===== src/rtl/booth_pkg.sv =====
`default_nettype none
// ============================================================================
// Module      : booth_pkg
// Description : Shared definitions for the booth multiplier pipeline stages:
//               issue-controller state encoding and default latency helper.
// Revision    : 1.0  initial release
// ============================================================================
package booth_pkg;

  // Issue controller states; encoding is fixed so other stages can decode it.
  typedef enum logic [1:0] {
    IDLE = 2'd0,
    LOAD = 2'd1,
    RUN  = 2'd2,
    DONE = 2'd3
  } state_t;

  // Iterative booths_algo needs one setup step plus one step per operand bit.
  function automatic int default_lat(input int n);
    return n + 1;
  endfunction

endpackage
`default_nettype wire


===== src/rtl/booth_issue_ctrl_if.sv =====
`default_nettype none
// ============================================================================
// Module      : booth_issue_ctrl_if
// Description : Operand and result valid/ready channels of the booth issue
//               controller. master = upstream/downstream side, slave = ctrl.
// Revision    : 1.0  initial release
// ============================================================================
interface booth_issue_ctrl_if #(
  parameter int N = 4
);

  logic             in_valid;
  logic             in_ready;
  logic [N-1:0]     in_mr;
  logic [N-1:0]     in_md;
  logic             res_valid;
  logic             res_ready;
  logic [2*N-1:0]   res_data;

  modport master (
    output in_valid, in_mr, in_md, res_ready,
    input  in_ready, res_valid, res_data
  );

  modport slave (
    input  in_valid, in_mr, in_md, res_ready,
    output in_ready, res_valid, res_data
  );

endinterface
`default_nettype wire


===== src/rtl/booth_issue_ctrl.sv =====
`default_nettype none
// ============================================================================
// Module      : booth_issue_ctrl
// Description : Sequencing front-end for the iterative booths_algo multiplier.
//               Accepts an operand pair, holds the multiplier in reset for one
//               load cycle, waits LAT cycles, captures the product once and
//               presents it on a valid/ready result port.
// Revision    : 1.0  initial release
// ============================================================================
module booth_issue_ctrl
  import booth_pkg::*;
#(
  parameter int N   = 4,
  parameter int LAT = default_lat(N)
) (
  input  logic             clk,
  input  logic             rst,
  booth_issue_ctrl_if.slave bus,
  output logic             mul_rst,
  output logic [N-1:0]     mul_mr,
  output logic [N-1:0]     mul_md,
  input  logic [2*N-1:0]   mul_out,
  output logic             busy
);

  localparam int CW = $clog2(LAT) + 1;

  state_t          state;
  logic [CW-1:0]   cnt;
  logic [N-1:0]    op_mr;
  logic [N-1:0]    op_md;
  logic [2*N-1:0]  res_data;
  logic            res_valid;

  // Accept only from IDLE; reset blocks acceptance in the same cycle so a
  // simultaneous handshake can never be half-taken.
  assign bus.in_ready  = (state == IDLE) && !rst;
  assign bus.res_valid = res_valid;
  assign bus.res_data  = res_data;

  // Multiplier is held in reset until the operands have been on its pins for
  // a full cycle (LOAD), then released for the iteration window.
  assign mul_rst = (state == IDLE) || (state == LOAD);
  assign mul_mr  = op_mr;
  assign mul_md  = op_md;
  assign busy    = (state != IDLE);

  // Issue/wait/drain sequencer with operand and result registers.
  always_ff @(posedge clk) begin
    if (rst) begin
      state     <= IDLE;
      cnt       <= '0;
      op_mr     <= '0;
      op_md     <= '0;
      res_data  <= '0;
      res_valid <= 1'b0;
    end else begin
      case (state)
        IDLE: begin
          if (bus.in_valid) begin
            op_mr <= bus.in_mr;
            op_md <= bus.in_md;
            state <= LOAD;
          end
        end
        LOAD: begin
          cnt   <= CW'(LAT - 1);
          state <= RUN;
        end
        RUN: begin
          if (cnt != '0) begin
            cnt <= cnt - CW'(1);
          end else begin
            // Product is final only now; sample it exactly once.
            res_data  <= mul_out;
            res_valid <= 1'b1;
            state     <= DONE;
          end
        end
        DONE: begin
          if (bus.res_ready) begin
            res_valid <= 1'b0;
            state     <= IDLE;
          end
        end
        default: begin
          state <= IDLE;
        end
      endcase
    end
  end

endmodule
`default_nettype wire


===== src/flat_wrapper.sv =====
// flat-port wrapper written by rule: the top's interface ports become plain ports
module booth_issue_ctrl_flat import booth_pkg::*;
#(
  parameter int N   = 4,
  parameter int LAT = default_lat(N)
)
  (clk, rst, mul_rst, mul_mr, mul_md, mul_out, busy, bus_in_valid, bus_in_mr, bus_in_md, bus_res_ready, bus_in_ready, bus_res_valid, bus_res_data);
  booth_issue_ctrl_if #(.N(N)) bus_i ();
  input  logic clk;
  input  logic rst;
  output logic mul_rst;
  output logic [N-1:0] mul_mr;
  output logic [N-1:0] mul_md;
  input  logic [2*N-1:0] mul_out;
  output logic busy;
  input wire logic [$bits(bus_i.in_valid)-1:0] bus_in_valid;
  input wire logic [$bits(bus_i.in_mr)-1:0] bus_in_mr;
  input wire logic [$bits(bus_i.in_md)-1:0] bus_in_md;
  input wire logic [$bits(bus_i.res_ready)-1:0] bus_res_ready;
  output wire logic [$bits(bus_i.in_ready)-1:0] bus_in_ready;
  output wire logic [$bits(bus_i.res_valid)-1:0] bus_res_valid;
  output wire logic [$bits(bus_i.res_data)-1:0] bus_res_data;
  assign bus_i.in_valid = bus_in_valid;
  assign bus_i.in_mr = bus_in_mr;
  assign bus_i.in_md = bus_in_md;
  assign bus_i.res_ready = bus_res_ready;
  assign bus_in_ready = bus_i.in_ready;
  assign bus_res_valid = bus_i.res_valid;
  assign bus_res_data = bus_i.res_data;
  booth_issue_ctrl #(.N(N), .LAT(LAT)) u_core (.clk(clk), .rst(rst), .bus(bus_i), .mul_rst(mul_rst), .mul_mr(mul_mr), .mul_md(mul_md), .mul_out(mul_out), .busy(busy));
endmodule

===== config.mk =====
export PLATFORM = sky130hd
export DESIGN_NAME = booth_issue_ctrl_flat
export DESIGN_NICKNAME = d
export VERILOG_FILES = /design/src/rtl/booth_pkg.sv /design/src/rtl/booth_issue_ctrl_if.sv /design/src/rtl/booth_issue_ctrl.sv /design/src/flat_wrapper.sv
export SDC_FILE = /design/constraint.sdc
export NUM_CORES = 1
export LEC_CHECK = 0
export ABC_AREA = 1
export BUFFER_PORTS_ARGS = -buffer_cell sky130_fd_sc_hd__clkbuf_2
export CORE_ASPECT_RATIO = 0.75
export CORE_MARGIN = 2
export CORE_UTILIZATION = 42
export DETAILED_ROUTE_END_ITERATION = 8
export PLACE_DENSITY = 0.69
export SLEW_MARGIN = 15
export SYNTH_ARGS = -nofsm -noshare
export SYNTH_HDL_FRONTEND = slang
export SYNTH_SLANG_ARGS = --single-unit

===== constraint.sdc =====
create_clock -name clk -period 1.15 [get_ports clk]
set_input_delay 0 -clock clk [delete_from_list [all_inputs] [get_ports clk]]
set_output_delay 0 -clock clk [all_outputs]
set_load 0.01 [all_outputs]

==> results of run 1 <==
[cell type report]
type	instances	area, sq um	share of cell area, %
inverter	15	63.8	3.75
multi-input combinational	97	604	35.5
clock inverter	1	5.00	0.294
clock buffer	3	22.5	1.32
timing repair buffer	71	497	29.2
sequential	23	467	27.4
tap	34	42.5	2.50
[kinds of logic after synthesis]
| group | Yosys count | share of synthesized area (%) |
|---|---|---|
| buffers and inverters | 18 | 7.28 |
| adders and majority gates | 6 | 7.28 |
| DFF | 23 | 44.7 |
| AOI/OAI and AO/OA | 22 | 11.4 |
| xor gates and xnor gates | 1 | 0.850 |
| and+or+nand+nor | 68 | 28.5 |
[per-stage QoR]
stage               area (sq um)  utilization (%)  TNS (ns)
floorplan                   1050                -         0
global placement            1370             59.2    -0.706
detailed placement          1370             59.2     -1.22
CTS                         1590             68.9     -1.30
global route                1700             73.7     -2.33
finish                      1700             73.7     -1.08
[tightest hold or removal path: cells and delay by family]
family | cells | cell delay [ns]
buffers and inverters | 2 | 0.31
AO/OA/AOI/OAI | 1 | 0.05
[worst paths after layout]
| check | slack (ns) | endpoint | cells past startpoint | start |
|---|---|---|---|---|
| worst max-delay path | -0.11 | mul_rst | 6 | u_core.state[0] |
| worst max register to register | -0.10 | u_core.cnt[3] | 8 | u_core.state[1] |
| worst min-delay path | 0.07 | u_core.bus.res_data[5] | 3 | rst |
| worst min register to register | 0.47 | u_core.bus.res_data[2] | 2 | u_core.bus.res_data[2] |
[registers in the layout, indices dropped and copies added (netlist names)]
name	cells
u_core.bus.res_data	8
u_core.cnt	4
u_core.mul_md	4
u_core.mul_mr	4
u_core.state	2
u_core.bus.res_valid	1
[cell usage in the layout, fill, tap and decap left out, types with 4 or more instances in the layout]
cell type	instances
dlygate4sd3_1	16
a21oi_1	8
nor2_1	20
dfxtp_1	20
clkbuf_2	37
buf_4	12
buf_6	5
o21ai_1	6
ha_4	4
inv_1	7
nand2_1	31
nand2_2	4
a21oi_2	5
inv_2	5
[power by group]
group	internal (mW)	total [mW]	switching [mW]
logic	1.11	2.36	1.25
clock network	0.131	0.383	0.252
registers	1.04	1.20	0.159
total	2.28	3.94	1.66
[timing repair]
| item | CTS | global route |
|---|---|---|
| setup buffers | 1 | 1 |
| cloned | 0 | 1 |
| pin swaps | 5 | 4 |
| hold endpoints to repair | 16 | 0 |
| resized for setup | 12 | 34 |
| hold buffers | 16 | 0 |
| setup endpoints to repair | 21 | 26 |
[routing by layer]
layer / vias to the layer above / track usage [%] / routed length, um
met5: - / 0 / 0
li1: 577 / - / -
met3: 7 / 6.34 / 141
met2: 27 / 36.0 / 1390
met1: 484 / 24.7 / 1240
met4: 0 / 7.83 / 70
==> impl_metrics.ini, run 1 <==
[drt]
detail-route-antenna-nets = 0
vias = 1095
route.detailed.vias_per_inst = 4.49
detailedRoute.firstIterationViolations = 54
drt_drc_violations_left = 0
firstDrtPassIters = 4
routed_wire_length_per_instance_um = 11.6
wl_mm = 2.84

[floorplanning]
io_pins = 40
floorplan.core_area_sq_um = 2310
fp-row-count = 15
effective_utilization_at_floorplan_pct = 44.7
fp.dieArea_sq_um = 2870
die-width_um = 61.2
die-height_um = 46.9

[synthesis]
synth_most_common_cell = nand2_1
yosys-top-cells-area = dfxtp_1, nand2_1, nor2_1
synthDominantAreaCellType = dfxtp_1
seq_area_frac_synth_pct = 44.7
synth_top_cell_area_share_pct = 44.7
post_synth_inst_count = 138
ys_types = 20
ys_async_sr_fraction_pct = 0
synth.net_count = 164
synthFlopType = dfxtp_1
ys_ff_latch = 23
synthesis.area_per_instance_sq_um = 7.47
synth-edff-count = 0
synthesis_warnings = 0
ys_top_cells_by_count = nand2_1, nor2_1, dfxtp_1
synth_area_sq_um = 1030

[worst_setup_path]
cp_common_cell = buf_6
timing.critical_path.max_delay_family = flip-flops
required_time_of_the_critical_path_ns = 1.15
crit_path_cell_trace = inv_4, ha_4, inv_2, buf_6, nand2_2, buf_6
crit_buf_inv = 4
cp-start-kind = flip-flop
timing.critical_path.to_type = output pin
max_stage_delay_ns = 0.41
worstSetupPathType = reg2out
worst-path-max-fanout = 3
worst_path_max_delay_cell = dfxtp_4
crit_arrival_ns = 1.26

[final_layout]
fill_cells = 179
finalNonFillerCells = 244
fin_nets = 237
insertedDiodeCount = 0
drive_above_1_share_pct = 44.8
layout-area-overhead-vs-synth_pct = 65.0

[placement]
routabilityCongestion = 0.779
port_buffers = 39
placedCellCount = 221
post-dp-hpwl_mm = 1.87
detailedPlace.worstSlack_ns = -0.114

[pwr]
power_leakage_nw = 0.802
largest_vdd_supply_drop_v = 0.00161
power.total_mw = 3.94
power_per_cell_area_nw_per_um2 = 2320

[timing]
timing.hold.ws_ns = 0.0681
fin_crit_sh_pct = 109
achievable-frequency_ghz = 0.795
timing.final.ws_setup_ns = -0.108
finalHoldViolations = 0
timing.clock.skew_ns = 0.00962
unrepaired_setup_endpoints_after_global_routing = true
slew_violations = 0
final-setup-viol-count = 17
layout_min_cycle_time_ns = 1.26
slew_headroom_pct = 73.0
timing_worst_slew_pin_value_ns = 0.405

[clock_tree]
clock_network_latency_to_the_later_pin_of_the_worst_skew_pair_ns = 0.33
tritoncts = done
cts.reportedPaths.clkPinSlew_ns = 0.13
root_buffer = clkbuf_4
cts_inserted_buffers = 3
clkSinkCount = 23
clk_path_buf_depth = 2
htreeDepth = 1

[grt]
grt_overflow_total = 0
overall_global_routing_resource_usage_pct = 20.8
first_global_vias = 1003
initial_antenna_violation_count = 0
grt_start_max_net_pins = 14
global_route_wire_length_before_repair_mm = 4.29

[worst_hold_path]
hold_path.class = in2reg

[status]
failed_checks = setup timing
run_status = finished, violations left

[job]
max_cap_violations = 0
Note: power is estimated with default switching activity, not from simulation.
==> run 2: changes to the inputs <==
- REMOVE_ABC_BUFFERS: unset -> 1
- SKIP_LAST_GASP: unset -> 1
==> run 2 against run 1 <==
The run still ends with setup timing left. Final area is 2.9% higher. Die area stayed put. Register-to-register slack hardly changed. Critical path depth stayed put. Sequential share of layout area is 0.69 points lower. Largest power group unchanged. Global-route usage is 0.47 points higher. Critical endpoint is now bus_in_ready. Clock power is 2% higher.
==> impl_metrics.ini, run 2 (synthesis gave the netlist of run 1 again) <==
[timing]
slew_violations = 0
fin_crit_sh_pct = 110
timing_worst_slew_pin_value_ns = 0.314
final-setup-viol-count = 17
achievable-frequency_ghz = 0.794
slew_headroom_pct = 79.0
layout_min_cycle_time_ns = 1.26
timing.clock.skew_ns = 0.00390
finalHoldViolations = 0
timing.final.ws_setup_ns = -0.110
unrepaired_setup_endpoints_after_global_routing = true

[clock_tree]
htreeDepth = 1
root_buffer = clkbuf_4
clk_path_buf_depth = 2
cts.reportedPaths.clkPinSlew_ns = 0.13
cts_inserted_buffers = 3
clkSinkCount = 23
clock_network_latency_to_the_later_pin_of_the_worst_skew_pair_ns = 0.31
tritoncts = done

[worst_setup_path]
worst-path-max-fanout = 3
crit-reg2reg-capture = u_core.cnt[3]
timing.critical_path.to_type = output pin
r2r.worst_path.cells = 8
rr_startpoint = u_core.state[0]
cp-start-kind = flip-flop
required_time_of_the_critical_path_ns = 1.15
rrSetupSlack_ns = -0.11
worstSetupPathType = reg2out
crit_arrival_ns = 1.26

[placement]
routabilityCongestion = 0.763
port_buffers = 39
placed_cell_area_sq_um = 1360
post-dp-hpwl_mm = 1.86
detailedPlace.worstSlack_ns = -0.183

[drt]
firstDrtPassIters = 4
detail-route-antenna-nets = 0
drt_drc_violations_left = 0
top_layer = met4
wl_met2_mm = 1.68
vias = 1165
detailroute.wirelength.met3_um = 126
routed_wire_length_per_instance_um = 12.6
route.detailed.vias_per_inst = 4.74
m1WireLength_mm = 1.25
wl_mm = 3.10
detailedRoute.firstIterationViolations = 52

[final_layout]
layout.cell_area.non_filler_sq_um = 1750
insertedDiodeCount = 0
drive_above_1_share_pct = 46.2
layout_commonest_cell = clkbuf_2
layout.core_utilization_pct = 75.8
largest_register_ff_count = 8
final_cell_mix = clkbuf_2, nand2_1, nor2_1, dfxtp_1, dlygate4sd3_1
fin_nets = 239
registers.top_by_ff_count = u_core.bus.res_data
layout-area-overhead-vs-synth_pct = 69.8

[grt]
grt_start_max_net_pins = 15
initial_antenna_violation_count = 0
grt_overflow_total = 0
first_global_vias = 1047
overall_global_routing_resource_usage_pct = 21.3
global_route_wire_length_before_repair_mm = 4.48

[floorplanning]
die-height_um = 46.9
effective_utilization_at_floorplan_pct = 44.7
fp.dieArea_sq_um = 2870
io_pins = 40
die-width_um = 61.2
fp-row-count = 15
floorplan.core_area_sq_um = 2310

[worst_hold_path]
worstHoldEndpoint = u_core.mul_md[3]
hold_path.class = in2reg
hold_path.startpoint = bus_in_valid
holdPathStages = 4

[pwr]
power.internal_mw = 2.40
power_per_cell_area_nw_per_um2 = 2380
switching_share_pct = 42.5
power.total_mw = 4.17
largest_vdd_supply_drop_v = 0.00130
power_leakage_nw = 0.832
power.sequential.fraction_pct = 29.0
combPwrFrac_pct = 61.6
power.switching_mw = 1.77
power.share.clock_pct = 9.4

[status]
run_status = finished, violations left
failed_checks = setup timing

[job]
max_cap_violations = 0
## run 2: changes by cell type in the layout (fill, tap and decap cells not counted), sizes merged
cell	delta
clkinvlp	+1
dlygate4sd3	+1
## run 2: metal layers
layer / track usage, % / up-vias
met3: 6.89 / 4
met1: 23.9 / 546
met4: 5.22 / 0
met5: 0 / -
met2: 39.6 / 31
li1: - / 584
## run 2: how the worst max path moves through the flow
stage	from	to	slack [ns]	cells after the start
floorplan	u_core.state[0]	u_core.bus.res_valid	-0.17	6
global placement	u_core.state[1]	u_core.state[1]	-0.14	8
detailed placement	u_core.state[1]	u_core.state[1]	-0.18	8
CTS	u_core.state[1]	bus_in_ready	-0.13	6
global route	u_core.state[0]	u_core.cnt[3]	-0.19	8
finish	u_core.state[1]	bus_in_ready	-0.11	6
## run 2: repair_timing
item / 4_1_cts / 5_1_grt
hold endpoints to repair: 18 / 0
gates cloned: 0 / 2
pin swaps: 1 / 10
gates resized for setup: 26 / 35
setup buffers: 1 / 0
hold buffers: 17 / 0
endpoints found under the setup margin: 26 / 26
## run 2: power by group through the flow
stage                     logic, mW  registers (mW)  clock network [mW]
after CTS                      2.10            1.17               0.399
after global placement         1.76            1.15                   0
after global routing           2.83            1.24               0.427
final                          2.57            1.21               0.391
after floorplan                1.01            1.22                   0
after detailed placement       1.83            1.16                   0
## run 2: area by class of cell
type,count,area [sq um]
Timing Repair Buffer,72,528
Tap cell,34,42.5
Multi-Input combinational cell,97,606
Inverter,15,71.3
Clock inverter,1,7.51
Sequential cell,23,468
Timing Repair inverter,1,5.00
Fill cell,164,558
Clock buffer,3,22.5
## run 2: per-stage QoR
stage               setup TNS, ns  std cells  hold WS (ns)
finish                     -0.818        246        0.0686
CTS                        -0.726        244        0.0509
global placement            -1.16        222         0.234
detailed placement          -2.11        222         0.238
floorplan                   -1.86        135        0.0475
global route                -2.46        246         0.106
## run 2: critical path, stage by stage (launching register included)
cell and delay (ns):
dfxtp_4 0.40, inv_6 0.07, ha_4 0.14, inv_2 0.04, buf_6 0.11, nor2_2 0.06, buf_2 0.13
==> run 3: changes to the inputs <==
- BUFFER_PORTS_ARGS: -buffer_cell sky130_fd_sc_hd__clkbuf_2 -> unset
- CORE_UTILIZATION: 42 -> 54
- DONT_BUFFER_PORTS: unset -> 1
- PLACE_DENSITY: 0.69 -> 0.68
==> run 3 against run 2 <==
The flow still finishes with violations (setup timing). Total power up 4.7%. Cell count down 19%. Non-clock buffer count down 34. Sequential power up 7%. Largest power group unchanged.
==> impl_metrics.ini, run 3 (synthesis gave the netlist of run 1 again) <==
[status]
run_status = finished, violations left
failed_checks = setup timing

[worst_setup_path]
crit_arrival_ns = 1.57
crit-reg2reg-capture = u_core.bus.res_data[5]
r2r.worst_path.cells = 7
cp-start-kind = flip-flop
worstSetupPathType = reg2reg
worst-path-max-fanout = 4
rrSetupSlack_ns = -0.18
required_time_of_the_critical_path_ns = 1.40
timing.critical_path.to_type = flip-flop
rr_startpoint = u_core.state[0]

[timing]
timing.final.ws_setup_ns = -0.176
achievable-frequency_ghz = 0.754
timing_worst_slew_pin_value_ns = 0.584
unrepaired_setup_endpoints_after_global_routing = true
layout_min_cycle_time_ns = 1.33
slew_headroom_pct = 61.1
final-setup-viol-count = 25
fin_crit_sh_pct = 115
finalHoldViolations = 0
timing.clock.skew_ns = 0.00549
slew_violations = 0

[final_layout]
layout-area-overhead-vs-synth_pct = 55.2
fin_nets = 205
drive_above_1_share_pct = 36.0
registers.top_by_ff_count = u_core.bus.res_data
insertedDiodeCount = 0
fill_cells = 77
layout_commonest_cell = nand2_1
layout.core_utilization_pct = 90.3
final_cell_mix = nand2_1, nor2_1, dfxtp_1, dlygate4sd3_1, buf_4
largest_register_ff_count = 8
finalNonFillerCells = 200

[clock_tree]
clkSinkCount = 23
clock_network_latency_to_the_later_pin_of_the_worst_skew_pair_ns = 0.32
clk_path_buf_depth = 2
cts_inserted_buffers = 3
cts.reportedPaths.clkPinSlew_ns = 0.13
htreeDepth = 1
tritoncts = done
root_buffer = clkbuf_4

[worst_hold_path]
hold_path.class = in2out
worstHoldEndpoint = bus_in_ready
hold_path.startpoint = rst
holdPathStages = 1

[floorplanning]
die-width_um = 54.5
fp-row-count = 13
die-height_um = 41.8
fp.dieArea_sq_um = 2280
effective_utilization_at_floorplan_pct = 58.2
io_pins = 40
floorplan.core_area_sq_um = 1770

[drt]
drt_drc_violations_left = 0
detail-route-antenna-nets = 0
routed_wire_length_per_instance_um = 20.3
detailedRoute.firstIterationViolations = 57
route.detailed.vias_per_inst = 5.99
wl_mm = 4.06
firstDrtPassIters = 5
vias = 1197

[placement]
post-dp-hpwl_mm = 1.54
routabilityCongestion = 0.748
placedCellCount = 170
port_buffers = 0

[grt]
grt_start_max_net_pins = 14
overall_global_routing_resource_usage_pct = 27.1
first_global_vias = 972
grt_overflow_total = 0
global_route_wire_length_before_repair_mm = 4.48
initial_antenna_violation_count = 0

[pwr]
power_leakage_nw = 0.689
power.total_mw = 4.37
power_per_cell_area_nw_per_um2 = 2730
largest_vdd_supply_drop_v = 0.00218

[job]
max_cap_violations = 0
## run 3: cell count changes in the layout (fill, tap and decap cells not counted), sizes merged
cell / previous run / this run
clkbuf: 40 / 4
buf: 18 / 19
clkinv: 1 / 0
clkinvlp: 1 / 0
dlygate4sd3: 17 / 18
dlymetal6s4s: 0 / 1
inv: 15 / 16
## run 3: what timing repair did
action,4_1_cts,5_1_grt
hold buffers,19,0
gates resized for setup,38,24
setup endpoints to repair,19,26
gates cloned,0,1
endpoints found under the hold margin,23,0
pin swaps,3,5
setup buffers,2,4
## run 3: power by group
group | switching (mW) | internal (mW) | leakage, nW | total (mW)
sequential | 0.253 | 1.04 | 0.190 | 1.29
combinational | 1.52 | 1.17 | 0.484 | 2.69
clock | 0.255 | 0.136 | 0.0150 | 0.391
## run 3: how the worst max path moves through the flow
| stage | from | slack [ns] | endpoint | cells past startpoint |
|---|---|---|---|---|
| 2_1_floorplan | u_core.state[0] | -0.17 | u_core.bus.res_valid | 6 |
| 3_3_place_gp | u_core.state[1] | -0.11 | u_core.state[1] | 8 |
| 3_5_place_dp | u_core.state[0] | -0.18 | u_core.bus.res_data[7] | 6 |
| 4_1_cts | u_core.state[1] | -0.05 | bus_in_ready | 5 |
| 5_1_grt | u_core.state[1] | -0.21 | u_core.mul_mr[0] | 6 |
| 6_report | u_core.state[0] | -0.18 | u_core.bus.res_data[5] | 7 |
## run 3: routing by layer
metal  global-route usage (%)  wire [um]  part of all wire (%)  vias to the layer above
met5                        0          0                     0                        -
met3                     8.63        375                   9.2                       34
met4                     6.00        249                   6.1                        0
met1                     32.8       1550                    38                      554
li1                         -          -                     -                      512
met2                     45.8       1890                    47                       97
## run 3: cell type report
| class | instances | area (sq um) | share of cell area [%] |
|---|---|---|---|
| timing repair buffer | 38 | 362 | 22.6 |
| timing repair inverter | 1 | 6.26 | 0.391 |
| sequential | 23 | 467 | 29.2 |
| multi-input combinational | 97 | 641 | 40.0 |
| inverter | 15 | 71.3 | 4.46 |
| tap | 22 | 27.5 | 1.72 |
| clock buffer | 4 | 26.3 | 1.64 |
## run 3: worst max-delay path, cell delays in order, from the launching register on
cell and delay [ns]:
dfxtp_2 0.37, inv_4 0.09, ha_4 0.20, nand3_4 0.14, buf_6 0.16, inv_4 0.06
nand2_1 0.07, a21oi_1 0.16
## run 3: metrics by stage
| step | area [sq um] | setup WS [ns] | hold slack (ns) | TNS, ns |
|---|---|---|---|---|
| floorplan | 1010 | -0.172 | 0.0475 | -1.86 |
| global placement | 1140 | -0.113 | 0.0522 | -1.21 |
| detailed placement | 1140 | -0.178 | 0.0527 | -2.25 |
| CTS | 1500 | -0.0542 | 0.0216 | -0.195 |
| global route | 1600 | -0.210 | 0.0286 | -3.20 |
| finish | 1600 | -0.176 | 0.0280 | -2.32 |
